===== src/rtl/gb_oam_dma_if.sv =====
`default_nettype none
// ============================================================================
//  Module   : gb_oam_dma_if
//  Brief    : Start request, source-bus and OAM-write signals of the OAM DMA.
//  Revision : 1.0  initial release
// ============================================================================
interface gb_oam_dma_if;
    logic        dma_start;
    logic [15:0] dma_start_addr;
    logic        dma_rd;
    logic [15:0] dma_src_addr;
    logic [7:0]  dma_rdata;
    logic        oam_we;
    logic [7:0]  oam_waddr;
    logic [7:0]  oam_wdata;
    logic        dma_active;

    // DMA engine side
    modport master (
        input  dma_start,
        input  dma_start_addr,
        input  dma_rdata,
        output dma_rd,
        output dma_src_addr,
        output oam_we,
        output oam_waddr,
        output oam_wdata,
        output dma_active
    );

    // Register block / system bus / OAM side
    modport slave (
        output dma_start,
        output dma_start_addr,
        output dma_rdata,
        input  dma_rd,
        input  dma_src_addr,
        input  oam_we,
        input  oam_waddr,
        input  oam_wdata,
        input  dma_active
    );
endinterface
`default_nettype wire


===== src/rtl/gb_oam_dma.sv =====
`default_nettype none
// ============================================================================
//  Module   : gb_oam_dma
//  Brief    : OAM DMA engine, copies 160 bytes from {page,00..9F} into OAM.
//  Revision : 1.0  initial release
// ============================================================================
module gb_oam_dma #(
    parameter int NUM_BYTES     = 160,
    parameter int STARTUP_TCYC  = 4,
    parameter int TCYC_PER_BYTE = 4
) (
    input  wire logic     clk,
    input  wire logic     reset,
    gb_oam_dma_if.master  bus
);

    localparam logic [1:0] c_st_idle    = 2'd0;
    localparam logic [1:0] c_st_startup = 2'd1;
    localparam logic [1:0] c_st_xfer    = 2'd2;

    localparam logic [2:0] c_startup_last = 3'(STARTUP_TCYC - 1);
    localparam logic [1:0] c_phase_last   = 2'(TCYC_PER_BYTE - 1);
    localparam logic [7:0] c_idx_last     = 8'(NUM_BYTES - 1);

    logic [1:0]  r_state;
    logic [1:0]  w_state_nxt;
    logic        r_start_q;
    logic [7:0]  r_page;
    logic [7:0]  w_page_nxt;
    logic [7:0]  r_idx;
    logic [7:0]  w_idx_nxt;
    logic [1:0]  r_t;
    logic [1:0]  w_t_nxt;
    logic [2:0]  r_scnt;
    logic [2:0]  w_scnt_nxt;

    logic        w_start;
    logic [7:0]  w_page_in;
    logic        w_unused_addr_lo;

    logic        w_rd;
    logic [15:0] w_src_addr;
    logic        w_we;
    logic [7:0]  w_waddr;
    logic [7:0]  w_wdata;

    assign w_start          = bus.dma_start & ~r_start_q;
    assign w_unused_addr_lo = ^bus.dma_start_addr[7:0];

    // Pages E0..FF alias the echo-RAM mirror of work RAM
    assign w_page_in = (bus.dma_start_addr[15:8] >= 8'hE0)
                     ? (bus.dma_start_addr[15:8] & 8'hDF)
                     : bus.dma_start_addr[15:8];

    // The edge detector also samples during reset, so a level held through
    // reset is not mistaken for a fresh request afterwards.
    always_ff @(posedge clk) begin
        r_start_q <= bus.dma_start;
    end

    always_ff @(posedge clk) begin
        if (reset) begin
            r_state <= c_st_idle;
            r_page  <= 8'h00;
            r_idx   <= 8'h00;
            r_t     <= 2'd0;
            r_scnt  <= 3'd0;
        end else begin
            r_state <= w_state_nxt;
            r_page  <= w_page_nxt;
            r_idx   <= w_idx_nxt;
            r_t     <= w_t_nxt;
            r_scnt  <= w_scnt_nxt;
        end
    end

    always_comb begin
        w_state_nxt = r_state;
        w_page_nxt  = r_page;
        w_idx_nxt   = r_idx;
        w_t_nxt     = r_t;
        w_scnt_nxt  = r_scnt;
        w_rd        = 1'b0;
        w_src_addr  = 16'h0000;
        w_we        = 1'b0;
        w_waddr     = 8'h00;
        w_wdata     = 8'h00;

        if (r_state == c_st_xfer) begin
            w_rd       = 1'b1;
            w_src_addr = {r_page, r_idx};
        end

        if (w_start) begin
            // A new edge in any state (re)starts the copy; any pending
            // write of the aborted copy is dropped.
            w_state_nxt = c_st_startup;
            w_page_nxt  = w_page_in;
            w_idx_nxt   = 8'h00;
            w_t_nxt     = 2'd0;
            w_scnt_nxt  = 3'd0;
        end else begin
            case (r_state)
                c_st_startup: begin
                    if (r_scnt == c_startup_last) begin
                        w_state_nxt = c_st_xfer;
                        w_idx_nxt   = 8'h00;
                        w_t_nxt     = 2'd0;
                        w_scnt_nxt  = 3'd0;
                    end else begin
                        w_scnt_nxt = r_scnt + 3'd1;
                    end
                end
                c_st_xfer: begin
                    if (r_t == c_phase_last) begin
                        w_we    = 1'b1;
                        w_waddr = r_idx;
                        w_wdata = bus.dma_rdata;
                        w_t_nxt = 2'd0;
                        if (r_idx == c_idx_last) begin
                            w_state_nxt = c_st_idle;
                            w_idx_nxt   = 8'h00;
                        end else begin
                            w_idx_nxt = r_idx + 8'd1;
                        end
                    end else begin
                        w_t_nxt = r_t + 2'd1;
                    end
                end
                default: begin
                    w_state_nxt = c_st_idle;
                end
            endcase
        end
    end

    assign bus.dma_rd       = w_rd;
    assign bus.dma_src_addr = w_src_addr;
    assign bus.oam_we       = w_we;
    assign bus.oam_waddr    = w_waddr;
    assign bus.oam_wdata    = w_wdata;
    assign bus.dma_active   = (r_state != c_st_idle);

endmodule
`default_nettype wire


===== src/flat_wrapper.sv =====
// flat-port wrapper written by rule: the top's interface ports become plain ports
module gb_oam_dma_flat 
#(
    parameter int NUM_BYTES     = 160,
    parameter int STARTUP_TCYC  = 4,
    parameter int TCYC_PER_BYTE = 4
)
  (clk, reset, bus_dma_start, bus_dma_start_addr, bus_dma_rdata, bus_dma_rd, bus_dma_src_addr, bus_oam_we, bus_oam_waddr, bus_oam_wdata, bus_dma_active);
  gb_oam_dma_if bus_i ();
  input  wire logic clk;
  input  wire logic reset;
  input wire logic [$bits(bus_i.dma_start)-1:0] bus_dma_start;
  input wire logic [$bits(bus_i.dma_start_addr)-1:0] bus_dma_start_addr;
  input wire logic [$bits(bus_i.dma_rdata)-1:0] bus_dma_rdata;
  output wire logic [$bits(bus_i.dma_rd)-1:0] bus_dma_rd;
  output wire logic [$bits(bus_i.dma_src_addr)-1:0] bus_dma_src_addr;
  output wire logic [$bits(bus_i.oam_we)-1:0] bus_oam_we;
  output wire logic [$bits(bus_i.oam_waddr)-1:0] bus_oam_waddr;
  output wire logic [$bits(bus_i.oam_wdata)-1:0] bus_oam_wdata;
  output wire logic [$bits(bus_i.dma_active)-1:0] bus_dma_active;
  assign bus_i.dma_start = bus_dma_start;
  assign bus_i.dma_start_addr = bus_dma_start_addr;
  assign bus_i.dma_rdata = bus_dma_rdata;
  assign bus_dma_rd = bus_i.dma_rd;
  assign bus_dma_src_addr = bus_i.dma_src_addr;
  assign bus_oam_we = bus_i.oam_we;
  assign bus_oam_waddr = bus_i.oam_waddr;
  assign bus_oam_wdata = bus_i.oam_wdata;
  assign bus_dma_active = bus_i.dma_active;
  gb_oam_dma #(.NUM_BYTES(NUM_BYTES), .STARTUP_TCYC(STARTUP_TCYC), .TCYC_PER_BYTE(TCYC_PER_BYTE)) u_core (.clk(clk), .reset(reset), .bus(bus_i));
endmodule

===== config.mk =====
export PLATFORM = sky130hd
export DESIGN_NAME = gb_oam_dma_flat
export DESIGN_NICKNAME = d
export VERILOG_FILES = /design/src/rtl/gb_oam_dma_if.sv /design/src/rtl/gb_oam_dma.sv /design/src/flat_wrapper.sv
export SDC_FILE = /design/constraint.sdc
export NUM_CORES = 1
export LEC_CHECK = 0
export ABC_AREA = 1
export BUFFER_PORTS_ARGS = -buffer_cell sky130_fd_sc_hd__clkbuf_2
export CORE_UTILIZATION = 40
export DETAILED_ROUTE_END_ITERATION = 8
export GPL_TIMING_DRIVEN = 0
export HOLD_SLACK_MARGIN = 0.06
export PLACE_DENSITY_LB_ADDON = 0.2
export REMOVE_ABC_BUFFERS = 1
export SLEW_MARGIN = 5
export SYNTH_ARGS = -nofsm -noshare
export SYNTH_HDL_FRONTEND = slang
export SYNTH_SLANG_ARGS = --single-unit

===== constraint.sdc =====
create_clock -name clk -period 3.1 [get_ports clk]
set_input_delay 0.31 -clock clk [delete_from_list [all_inputs] [get_ports clk]]
set_output_delay 0.31 -clock clk [all_outputs]
set_load 0.02 [all_outputs]

==> results.cfg <==
[detailed_routing]
first_pass_iters = 4
drtAntennaViolNets = 0
drcViolationCount = 0
totalWireLength_um = 2700
routedWlPerCell_um = 9.20
vias = 1282
avgViaCountPerCell = 4.38
drtIter0Drc = 37

[clocking]
cts_hold_buf = 0
cts_max_level = 1
cts_made_buffers = 3
cts_buffer_depth = 2
cts_tree = built
cts.clk_slew.worst_paths_ps = 130
root_buffer = clkbuf_4
post_cts_resized = 0
clock_latency_ps = 320
clkSinkCount = 24
postCtsSetupBuffers = 0

[timing]
fin_crit_sh_pct = 65.0
setup_tns_ps = 0
max_freq_mhz = 496
slew_viol_final = 0
rsz0062_at_grt = no
skew_ps = 8.78
hold_viol = 0
period_minus_slack_ps = 2020
setup_viol = 0
relSlewSlack_pct = 72.2
tightestPinTransition_ps = 417

[status]
status = completed

[setup_path]
end_kind = output port
cp-start-kind = flop
critPathKind = reg -> out
cp_data_arrival_time_ps = 1710
reg2reg_from = u_core.r_scnt[0]
path_max_fanout = 16
crit_required_ps = 2790
startpoint = u_core.r_state[1]

[cells_and_area]
final_nets = 280
syn2layout_area_growth_pct = 26.4
final_common_cell = clkbuf_2
final_cell_mix = clkbuf_2, nor2_1, inv_1
fin_area_mm2 = 0.00162
utilization_pct = 53.0
regArea_um2 = 480
insertedDiodeCount = 0
stdcell_count = 293
drive_above_1_share_pct = 26.9
multiInputGateArea_um2 = 617
n_fill_cell = 349

[global_route]
grt_start_max_net_pins = 20
grt_use_total_pct = 17.2
grt_pass1_vias = 1032
overflow = 0
antenna_found_initial = 0
grt_pass1_wl_um = 4500

[floorplanning]
start_util_pct = 41.9
die_h_um = 58.5
die-width_um = 58.5
io_pins = 62
core_mm2 = 0.00305
num_rows = 20
dieArea_mm2 = 0.00343

[synth]
netlist_area_mm2 = 0.00128
yosysUniqueCellTypes = 22
syn_inst = 197
synth_area_per_cell_um2 = 6.49
synth-seq-cells = 24
yosys_warnings = 0
ys_seq_area_share_pct = 37.6

[worst_hold_path]
hp-start = bus_dma_start
hp-class = in -> reg

[job]
cap_violations = 0

[placed_design]
place_inst = 289
dpl.hpwl_um = 2010
io_buffers = 53
place_area_mm2 = 0.00156
gp_congestion = 0.778

[power_and_ir_drop]
power_density_mw_per_mm2 = 369
ir_drop_mv = 0.201
p_leak_nw = 0.800
[registers in the layout (all words and copies together) (netlist names)]
| register | flops |
|---|---|
| u_core.r_state | 2 |
| u_core.r_start_q | 1 |
| u_core.r_idx | 8 |
| u_core.r_t | 2 |
| u_core.r_scnt | 3 |
| u_core.r_page | 8 |
[per-stage QoR]
| step | setup slack, ps | total power, mW | hold slack, ps |
|---|---|---|---|
| floorplan | 1170 | 0.356 | 338 |
| global placement | 1420 | 0.375 | 428 |
| detailed placement | 1400 | 0.376 | 432 |
| CTS | 1020 | 0.606 | 93.5 |
| global route | 888 | 0.630 | 83.9 |
| finish | 1080 | 0.596 | 104 |
[final cells by class]
cell class / count / area share, %
clock buffer: 3 / 1.39
clock inverter: 1 / 1.86
inverter: 39 / 9.06
multi-input combinational: 129 / 38.2
sequential: 24 / 29.7
tap: 44 / 3.41
timing repair buffer: 53 / 16.4
[metal layers]
metal  part of all wire, %  GRT usage, %  wire (um)  vias to the layer above
li1                      -             -          -                      706
met1                    50          23.7       1340                      543
met2                    46          28.4       1250                       29
met3                   3.1          1.98         84                        4
met4                  0.93          5.10         25                        0
met5                     0             0          0                        -
[path summary, 6_finish.rpt]
kind	to	slack, ps	depth (start not counted)
max reg2reg	u_core.r_idx[3]	1590	8
max	bus_oam_waddr[6]	1080	7
min reg2reg	u_core.r_page[7]	470	2
min	u_core.r_start_q	100	1
[worst max-delay path: stages, from the launching register on]
cell and delay, ps:
dfxtp_1 380, inv_1 90, nor2_4 220, nand2_4 70, nor2_1 160, inv_2 160, nor2_1 120, clkbuf_2 170
[cell families (layout without fill, tap and decap cells)]
group	Yosys count	count (layout)	synth area share [%]
adders and majority gates	3	3	2.94
and+or+nand+nor	100	100	33.0
DFF	24	24	37.6
AOI/OAI and AO/OA	25	25	11.6
xor gates and xnor gates	1	1	0.685
buffers and inverters	44	96	14.2
[cell usage after synthesis]
| cell type | number | area [um2] |
|---|---|---|
| a211oi_1 | 9 | 67.6 |
| a21oi_1 | 10 | 50.1 |
| buf_1 | 1 | 3.75 |
| buf_2 | 1 | 5.00 |
| buf_6 | 2 | 22.5 |
| clkbuf_1 | 1 | 3.75 |
| dfxtp_1 | 24 | 480 |
| ha_1 | 3 | 37.5 |
| inv_1 | 37 | 139 |
| inv_2 | 2 | 7.51 |
| nand2_1 | 30 | 113 |
| nand2_2 | 2 | 12.5 |
| nand2_4 | 1 | 11.3 |
| nand3_1 | 9 | 45.0 |
| nand4_1 | 1 | 6.26 |
| nor2_1 | 50 | 188 |
| nor2_2 | 4 | 25.0 |
| nor2_4 | 1 | 11.3 |
| nor3_1 | 2 | 10.0 |
| o21ai_0 | 5 | 25.0 |
| o22ai_1 | 1 | 6.26 |
| xor2_1 | 1 | 8.76 |
[power breakdown]
group / internal, mW / switching (mW)
registers: 0.318 / 0.00363
clock network: 0.131 / 0.0961
logic: 0.0187 / 0.0286
(Power assumes the default switching activity.)
